===== src/rtl/crc_pkg.sv =====
// Shared constants, state encoding and the CRC24A serial update step for the
// transport-block CRC attach stage.
package crc_pkg;

  localparam int K_SMALL = 1056;
  localparam int K_LARGE = 6144;
  localparam int CRC_LEN = 24;
  localparam logic [CRC_LEN-1:0] CRC_POLY = 24'h864CFB;

  localparam int P_SMALL = K_SMALL - CRC_LEN;
  localparam int P_LARGE = K_LARGE - CRC_LEN;
  localparam int CNT_W   = 13;

  typedef enum logic [1:0] {
    IDLE    = 2'd0,
    PAYLOAD = 2'd1,
    APPEND  = 2'd2
  } state_t;

  // One MSB-first Galois step; x^24 is implicit in the feedback.
  function automatic logic [CRC_LEN-1:0] crc_step(input logic [CRC_LEN-1:0] crc,
                                                  input logic bit_in);
    logic fb;
    fb = crc[CRC_LEN-1] ^ bit_in;
    return {crc[CRC_LEN-2:0], 1'b0} ^ (fb ? CRC_POLY : '0);
  endfunction

endpackage


===== src/rtl/crc24_lfsr.sv =====
// Serial CRC24A Galois LFSR: absorbs payload bits MSB first, then shifts the
// remainder out MSB first with zeros filling in from the bottom.
module crc24_lfsr
  import crc_pkg::*;
(
  input  logic clk,
  input  logic reset,
  input  logic clear,
  input  logic shift_in_en,
  input  logic bit_in,
  input  logic shift_out_en,
  output logic crc_msb
);

  logic [CRC_LEN-1:0] crc_reg;
  logic [CRC_LEN-1:0] crc_base;

  // clear together with shift_in_en seeds the first bit into a zero register
  assign crc_base = clear ? '0 : crc_reg;

  always_ff @(posedge clk or posedge reset) begin
    if (reset) begin
      crc_reg <= '0;
    end else if (shift_in_en) begin
      crc_reg <= crc_step(crc_base, bit_in);
    end else if (shift_out_en) begin
      crc_reg <= {crc_reg[CRC_LEN-2:0], 1'b0};
    end else if (clear) begin
      crc_reg <= '0;
    end
  end

  assign crc_msb = crc_reg[CRC_LEN-1];

endmodule


===== src/rtl/crc24_attach.sv =====
// Serial CRC24A attach: forwards a payload and appends 24 parity bits as one
// contiguous K-bit block, driving the interleaver's CRC_* framing controls.
module crc24_attach
  import crc_pkg::*;
(
  input  logic clk,
  input  logic reset,
  input  logic tb_data_in,
  input  logic tb_start,
  input  logic tb_blocksize,
  output logic in_ready,
  output logic data_out,
  output logic out_valid,
  output logic CRC_start,
  output logic CRC_blocksize,
  output logic CRC_end
);

  state_t           state;
  logic [CNT_W-1:0] counter;
  logic [CNT_W-1:0] last_payload;
  logic             accept;
  logic             crc_msb;

  assign in_ready     = (state == IDLE);
  assign accept       = in_ready && tb_start;
  // CRC_blocksize holds the size latched at accept for the whole block
  assign last_payload = CRC_blocksize ? CNT_W'(P_LARGE - 1) : CNT_W'(P_SMALL - 1);

  crc24_lfsr u_lfsr (
    .clk          (clk),
    .reset        (reset),
    .clear        (accept),
    .shift_in_en  (accept || (state == PAYLOAD)),
    .bit_in       (tb_data_in),
    .shift_out_en (state == APPEND),
    .crc_msb      (crc_msb)
  );

  always_ff @(posedge clk or posedge reset) begin
    if (reset) begin
      state         <= IDLE;
      counter       <= '0;
      data_out      <= 1'b0;
      out_valid     <= 1'b0;
      CRC_start     <= 1'b0;
      CRC_end       <= 1'b0;
      CRC_blocksize <= 1'b0;
    end else begin
      CRC_start <= 1'b0;
      CRC_end   <= 1'b0;
      case (state)
        IDLE: begin
          if (tb_start) begin
            state         <= PAYLOAD;
            counter       <= CNT_W'(1);
            data_out      <= tb_data_in;
            out_valid     <= 1'b1;
            CRC_start     <= 1'b1;
            CRC_blocksize <= tb_blocksize;
          end else begin
            data_out  <= 1'b0;
            out_valid <= 1'b0;
          end
        end
        PAYLOAD: begin
          data_out  <= tb_data_in;
          out_valid <= 1'b1;
          if (counter == last_payload) begin
            state   <= APPEND;
            counter <= '0;
          end else begin
            counter <= counter + 1'b1;
          end
        end
        APPEND: begin
          data_out  <= crc_msb;
          out_valid <= 1'b1;
          // leaving here makes the cycle carrying CRC_end an accept cycle
          if (counter == CNT_W'(CRC_LEN - 1)) begin
            state   <= IDLE;
            counter <= '0;
            CRC_end <= 1'b1;
          end else begin
            counter <= counter + 1'b1;
          end
        end
        default: begin
          state     <= IDLE;
          counter   <= '0;
          data_out  <= 1'b0;
          out_valid <= 1'b0;
        end
      endcase
    end
  end

endmodule


===== config.mk =====
export PLATFORM = sky130hd
export DESIGN_NAME = crc24_attach
export DESIGN_NICKNAME = d
export VERILOG_FILES = /design/src/rtl/crc_pkg.sv /design/src/rtl/crc24_lfsr.sv /design/src/rtl/crc24_attach.sv
export SDC_FILE = /design/constraint.sdc
export NUM_CORES = 1
export LEC_CHECK = 0
export BUFFER_PORTS_ARGS = -buffer_cell sky130_fd_sc_hd__buf_2
export CAP_MARGIN = 20
export CORE_UTILIZATION = 45
export CTS_CLUSTER_SIZE = 20
export DETAILED_ROUTE_END_ITERATION = 10
export PLACE_DENSITY = 0.6
export REMOVE_ABC_BUFFERS = 1
export SLEW_MARGIN = 20
export SYNTH_ARGS = -nofsm -noshare
export SYNTH_HDL_FRONTEND = slang
export SYNTH_SLANG_ARGS = --single-unit

===== constraint.sdc =====
create_clock -name clk -period 2.3 [get_ports clk]
set_input_delay 0.345 -clock clk [delete_from_list [all_inputs] [get_ports clk]]
set_output_delay 0.345 -clock clk [all_outputs]
set_load 0.005 [all_outputs]

==> flow_summary_export.csv, run 1 <==
group,metric,value,unit
run_status,status,"finished, final reports clean",
cells_and_area,final_util,52.2,%
grt,grt_pass1_vias,1908,
min_path,hp-class,"in2reg",
grt,antenna_found_initial,0,
yosys,synth-async-reset-ratio,100,%
yosys,synth_edf_count,0,
worst_setup_path,max_stage_delay,0.57,ns
clock_tree,path_clk_slew,0.08,ns
yosys,ys_seq_area_share,44.5,%
worst_setup_path,cp-start-kind,"flop",
clock_tree,clockRootBuffer,"clkbuf_8",
sta,skew,0.00810,ns
detailed_routing,ant_nets,0,
flow_run,maxCapViolations,0,
yosys,synth_cell_types,48,
detailed_routing,firstDrtPassIters,4,
yosys,syn-instance-count,266,
sta,period_needed,2.09,ns
pwr,leakagePower,1.15,nW
pwr,powerDensity,1240,nW/um2
floorplanning,ios,11,
cells_and_area,num_antenna_cells,0,
clock_tree,ctsResizeCount,0,
detailed_routing,drc_errors,0,
worst_setup_path,path_max_fanout,8,
worst_setup_path,worstPathRequired,2.48,ns
grt,grt_max_degree,29,
sta,rsz0062_at_grt,"false",
yosys,avgSynthCellArea,9.31,um2
floorplanning,die_h,76.2,um
cells_and_area,mostFrequentLayoutCells,"44 x dfrtp_1, 40 x nand2_1, 20 x nand3_1",
yosys,ys.warnings.count,0,
detailed_routing,drt_iter0_drc,126,
yosys,synthTopCellsByArea,"dfrtp_1 44%, nand2_1 6.1%, mux2i_1 4.4%",
sta,hold_violations,0,
grt,gr-usage-all-layers,19.8,%
floorplanning,die_w,76.2,um
yosys,yosysTopAreaCell,"dfrtp_1",
worst_setup_path,path_class,"reg2reg",
detailed_routing,routedWlPerCell,15.1,um
cells_and_area,largest_reg_flops,24,
pwr,worst_ir_drop_vdd,0.000582,V
worst_setup_path,crit_chain,"or4_4 > o31ai_4 > nor2_2 > a31oi_4 > o21ai_1 > a22o_1",
detailed_routing,avgViaCountPerCell,5.57,
placement,gp_congestion,0.784,
cells_and_area,drive_above_1_share,14.7,%
sta,fin_tns_setup,0,ns
clock_tree,numClockSinks,44,
clock_tree,post_cts_buffers,0,
sta,relSlewSlack,41.2,%
clock_tree,clockBufferDepth,2,
clock_tree,cts_tree,"built",
detailed_routing,vias,1938,
pwr,power.total,3.38,mW
worst_setup_path,path_buf_inv,0,
sta,drv_slew,0,
clock_tree,cts_buffers,5,
worst_setup_path,worstPathArrival,2.27,ns
floorplanning,core_area,5200,um2
worst_setup_path,critPathCaptureType,"flop",
floorplanning,die_area,5800,um2
cells_and_area,layout_commonest_cell,"dfrtp_1",
placement,post-dp-hpwl,3540,um
yosys,yosys.area.top_type_share,44.5,%
sta,fin_crit_sh,90.8,%
cells_and_area,fill_cells,507,
clock_tree,ctsHtreeMaxLevel,2,
yosys,ys_seq_elements,44,
worst_setup_path,crit_path_top_delay_cell,"or4_4",
clock_tree,clk_latency,0.30,ns
sta,hold_slack,0.246,ns
grt,grt_first_pass_wirelength,9250,um
yosys,yosys_most_used_dff,"dfrtp_1",
cells_and_area,fin_nets,289,
grt,grt-ovfl-total,0,
floorplanning,core.rowCount,26,
sta,tightest_slew,0.878,ns
placement,io_buffers,10,
yosys,synth_area,2480,um2
detailed_routing,wirelength,5250,um
cells_and_area,area_delta_synth_final,9.65,%
sta,max_freq,0.479,GHz
sta,setup_viol,0,
worst_setup_path,crit_family,"compound AO/OA/AOI/OAI gates",
floorplanning,initial_core_util,47.6,%
-- where the power goes --
part	leakage [nW]	internal [mW]	switching [mW]
clock	0.0400	0.206	0.263
combinational	0.556	0.692	0.934
sequential	0.558	1.04	0.248
total	1.15	1.93	1.45
-- worst min-delay path, delay by kind of cell --
family                 cells  cell delay [ns]
buffers and inverters      1             0.07
and+or+nand+nor            2             0.09
-- final timing paths --
path | end | start | cells past startpoint | slack, ns
max | counter[3]$_DFFE_PP0P_ | counter[9]$_DFFE_PP0P_ | 6 | 0.21
min | CRC_blocksize$_DFFE_PP0P_ | tb_blocksize | 3 | 0.25
max reg2reg | counter[3]$_DFFE_PP0P_ | counter[9]$_DFFE_PP0P_ | 6 | 0.21
min reg2reg | u_lfsr.crc_reg[8]$_DFF_PP0_ | u_lfsr.crc_reg[8]$_DFF_PP0_ | 2 | 0.52
max in group asynchronous | counter[10]$_DFFE_PP0P_ | reset | 4 | 1.23
min in group asynchronous | u_lfsr.crc_reg[11]$_DFF_PP0_ | reset | 3 | 0.54
-- cells in the mapped netlist, drive strengths merged, types with 2 or more instances --
master	instances
a21oi	17
a221oi	12
a22o	2
a31oi	6
and2	2
and3	3
buf	5
clkbuf	13
dfrtp	44
ha	6
inv	6
mux2i	11
nand2	40
nand3	20
nand4	2
nor2	16
nor2b	2
nor4	2
o21ai	22
o311ai	2
o31ai	4
or4	2
xor2	12
-- metrics by stage --
step	area, um2	std cells	setup slack, ns
floorplan	2400	248	0.0882
global placement	2620	340	0.273
detailed placement	2620	340	0.238
CTS	2720	348	0.214
global route	2720	348	0.111
finish	2720	348	0.211
-- per-layer routing --
layer | vias up | wire length (um) | GRT usage [%] | part of all wire, %
li1 | 983 | - | - | -
met1 | 925 | 2770 | 28.8 | 53
met2 | 25 | 2260 | 30.5 | 43
met3 | 5 | 157 | 3.71 | 3.0
met4 | 0 | 59 | 5.19 | 1.1
met5 | - | 0 | 0 | 0
-- cell type report --
class	instances	area, um2	area share, %
clock buffer	5	68.8	2.53
clock inverter	2	12.5	0.461
inverter	7	26.3	0.968
multi-input combinational	197	1270	46.7
sequential	44	1100	40.6
tap	70	87.6	3.23
timing repair buffer	23	150	5.53
-- cell families after synthesis --
logic type	Yosys count	share of synthesized area, %
AOI/OAI and AO/OA	72	20.3
xor gates and xnor gates	12	4.24
adders and majority gates	6	3.03
buffers and inverters	25	4.29
DFF	44	44.5
muxes	11	4.45
and+or+nand+nor	96	19.3
-- what timing repair did --
action | in CTS | in global routing
setup endpoints to repair | 0 | 0
hold buffers | 1 | 0
hold endpoints to repair | 13 | 0
Note: power is estimated with default switching activity, not from simulation.
==> inputs of run 2 (changes only) <==
--- a/config.mk
+++ b/config.mk
@@ -7,10 +7,11 @@
 export LEC_CHECK = 0
 export BUFFER_PORTS_ARGS = -buffer_cell sky130_fd_sc_hd__buf_2
 export CAP_MARGIN = 20
+export CORE_MARGIN = 1
 export CORE_UTILIZATION = 45
 export CTS_CLUSTER_SIZE = 20
 export DETAILED_ROUTE_END_ITERATION = 10
-export PLACE_DENSITY = 0.6
+export PLACE_DENSITY = 0.71
 export REMOVE_ABC_BUFFERS = 1
 export SLEW_MARGIN = 20
 export SYNTH_ARGS = -nofsm -noshare
==> run 2 against run 1 <==
  * Sequential share of layout area decreased by 0.093 points
  * Worst hold slack got worse by 0.17 ns
  * Largest power group unchanged
  * Global-route usage increased by 0.30 points
  * Worst setup slack improved by 0.0034 ns
  * Clock power increased by 7.0%
  * Total power increased by 1.3%
  * Non-clock buffer count decreased by 2
  * Sequential power about the same
  * Clock-buffer cell count increased by 1
  * Via count increased by 2.8%
==> flow_summary_export.csv, run 2 (synthesis gave the netlist of run 1 again) <==
group,metric,value,unit
cells_and_area,drive_above_1_share,14.8,%
clock_tree,path_clk_slew,0.08,ns
worst_setup_path,max_stage_delay,0.57,ns
cells_and_area,postLayoutCellArea,2720,um2
cells_and_area,seqCellArea,1100,um2
clock_tree,ctsHtreeMaxLevel,2,
worst_setup_path,cp-start-kind,"flop",
worst_setup_path,path_buf_inv,0,
detailed_routing,ant_nets,0,
sta,max_freq,0.480,GHz
pwr,power.total,3.42,mW
clock_tree,numClockSinks,44,
grt,grt_pass1_vias,1982,
placement,post-dp-hpwl,3570,um
sta,setup_viol,0,
worst_setup_path,critPathCaptureType,"flop",
cells_and_area,area_delta_synth_final,9.90,%
grt,antenna_found_initial,0,
detailed_routing,firstDrtPassIters,4,
clock_tree,clockRootBuffer,"clkbuf_8",
cells_and_area,largest_reg_flops,24,
detailed_routing,drc_errors,0,
detailed_routing,wirelength,5370,um
clock_tree,post_cts_buffers,0,
floorplanning,core.rowCount,26,
clock_tree,ctsResizeCount,0,
cells_and_area,multiInputGateArea,1270,um2
sta,hold_slack,0.0810,ns
worst_setup_path,path_max_fanout,8,
clock_tree,cts_tree,"built",
worst_setup_path,path_class,"reg2reg",
floorplanning,die_w,76.2,um
cells_and_area,fin_nets,287,
worst_setup_path,worstPathArrival,2.27,ns
worst_setup_path,r2r_slack,0.21,ns
worst_setup_path,crit_path_top_delay_cell,"or4_4",
cells_and_area,num_antenna_cells,0,
detailed_routing,avgViaCountPerCell,5.74,
clock_tree,cts-hold-fix-buffers,0,
floorplanning,die_h,76.2,um
clock_tree,clockBufferDepth,2,
sta,fin_tns_setup,0,ns
floorplanning,core_area,5200,um2
min_path,hp-class,"in2async",
placement,gp_congestion,0.801,
sta,tightest_slew,0.830,ns
worst_setup_path,crit_family,"compound AO/OA/AOI/OAI gates",
grt,grt-ovfl-total,0,
cells_and_area,fill_cells,490,
sta,skew,0.00580,ns
sta,rsz0062_at_grt,"false",
sta,period_needed,2.09,ns
run_status,status,"finished, final reports clean",
floorplanning,initial_core_util,47.6,%
detailed_routing,drt_iter0_drc,131,
sta,fin_crit_sh,90.7,%
placement,dpl-instance-area,2630,um2
worst_setup_path,worst_r2r_path_depth,6,
worst_setup_path,worstReg2RegStart,"counter[9]$_DFFE_PP0P_",
pwr,powerDensity,1260,nW/um2
worst_setup_path,worstPathRequired,2.49,ns
worst_setup_path,r2r-end,"counter[3]$_DFFE_PP0P_",
floorplanning,die_area,5800,um2
cells_and_area,layout_commonest_cell,"dfrtp_1",
cells_and_area,mostFrequentLayoutCells,"44 x dfrtp_1, 40 x nand2_1, 20 x nand3_1",
pwr,worst_ir_drop_vdd,0.000542,V
clock_tree,clk_latency,0.30,ns
clock_tree,cts_buffers,5,
placement,io_buffers,10,
flow_run,maxCapViolations,0,
grt,gr-usage-all-layers,20.1,%
floorplanning,ios,11,
worst_setup_path,crit_chain,"or4_4 > o31ai_4 > nor2_2 > a31oi_4 > o21ai_1 > a22o_1",
detailed_routing,vias,1992,
pwr,leakagePower,1.16,nW
sta,hold_violations,0,
grt,grt_max_degree,29,
sta,relSlewSlack,44.6,%
grt,grt_first_pass_wirelength,9400,um
worst_setup_path,cp-startpoint,"counter[9]$_DFFE_PP0P_",
sta,drv_slew,0,
detailed_routing,routedWlPerCell,15.5,um
run 2: power by group:
part           total, mW  internal (mW)  switching, mW
logic               1.63          0.690          0.940
clock network      0.502          0.240          0.262
registers           1.29           1.04          0.256
run 2: stage by stage:
stage / worst slack [ns] / instances / utilization [%]
final: 0.215 / 347 / 52.3
after global routing: 0.121 / 347 / 52.3
after CTS: 0.220 / 347 / 52.3
after detailed placement: 0.244 / 339 / 50.5
after global placement: 0.283 / 339 / 50.5
after floorplan: 0.0882 / 248 / -
run 2: per-layer routing:
metal	track usage, %	vias up	share of wire, %
li1	-	981	-
met1	26.6	963	47
met2	33.6	42	48
met3	3.35	6	3.5
met4	6.73	0	1.2
met5	0	-	0
run 2: worst max-delay path by stage:
| stage | to | cells past startpoint | slack [ns] |
|---|---|---|---|
| 2_1_floorplan | counter[9]$_DFFE_PP0P_ | 7 | 0.09 |
| 3_3_place_gp | counter[12]$_DFFE_PP0P_ | 6 | 0.28 |
| 3_5_place_dp | counter[3]$_DFFE_PP0P_ | 6 | 0.24 |
| 4_1_cts | counter[3]$_DFFE_PP0P_ | 6 | 0.22 |
| 5_1_grt | counter[3]$_DFFE_PP0P_ | 6 | 0.12 |
| 6_report | counter[3]$_DFFE_PP0P_ | 6 | 0.21 |
run 2: worst reg2reg max path, stage by stage (launching register included):
cell and delay [ns]:
dfrtp_1 0.44, or4_4 0.57, o31ai_4 0.28, nor2_2 0.09, a31oi_4 0.29, o21ai_1 0.12
a22o_1 0.19
run 2: area by class of cell:
type | count | share of cell area (%)
Clock inverter | 2 | 0.368
Tap cell | 70 | 3.22
Timing Repair Buffer | 21 | 5.33
Inverter | 7 | 0.966
Sequential cell | 44 | 40.5
Clock buffer | 6 | 3.03
Multi-Input combinational cell | 197 | 46.6
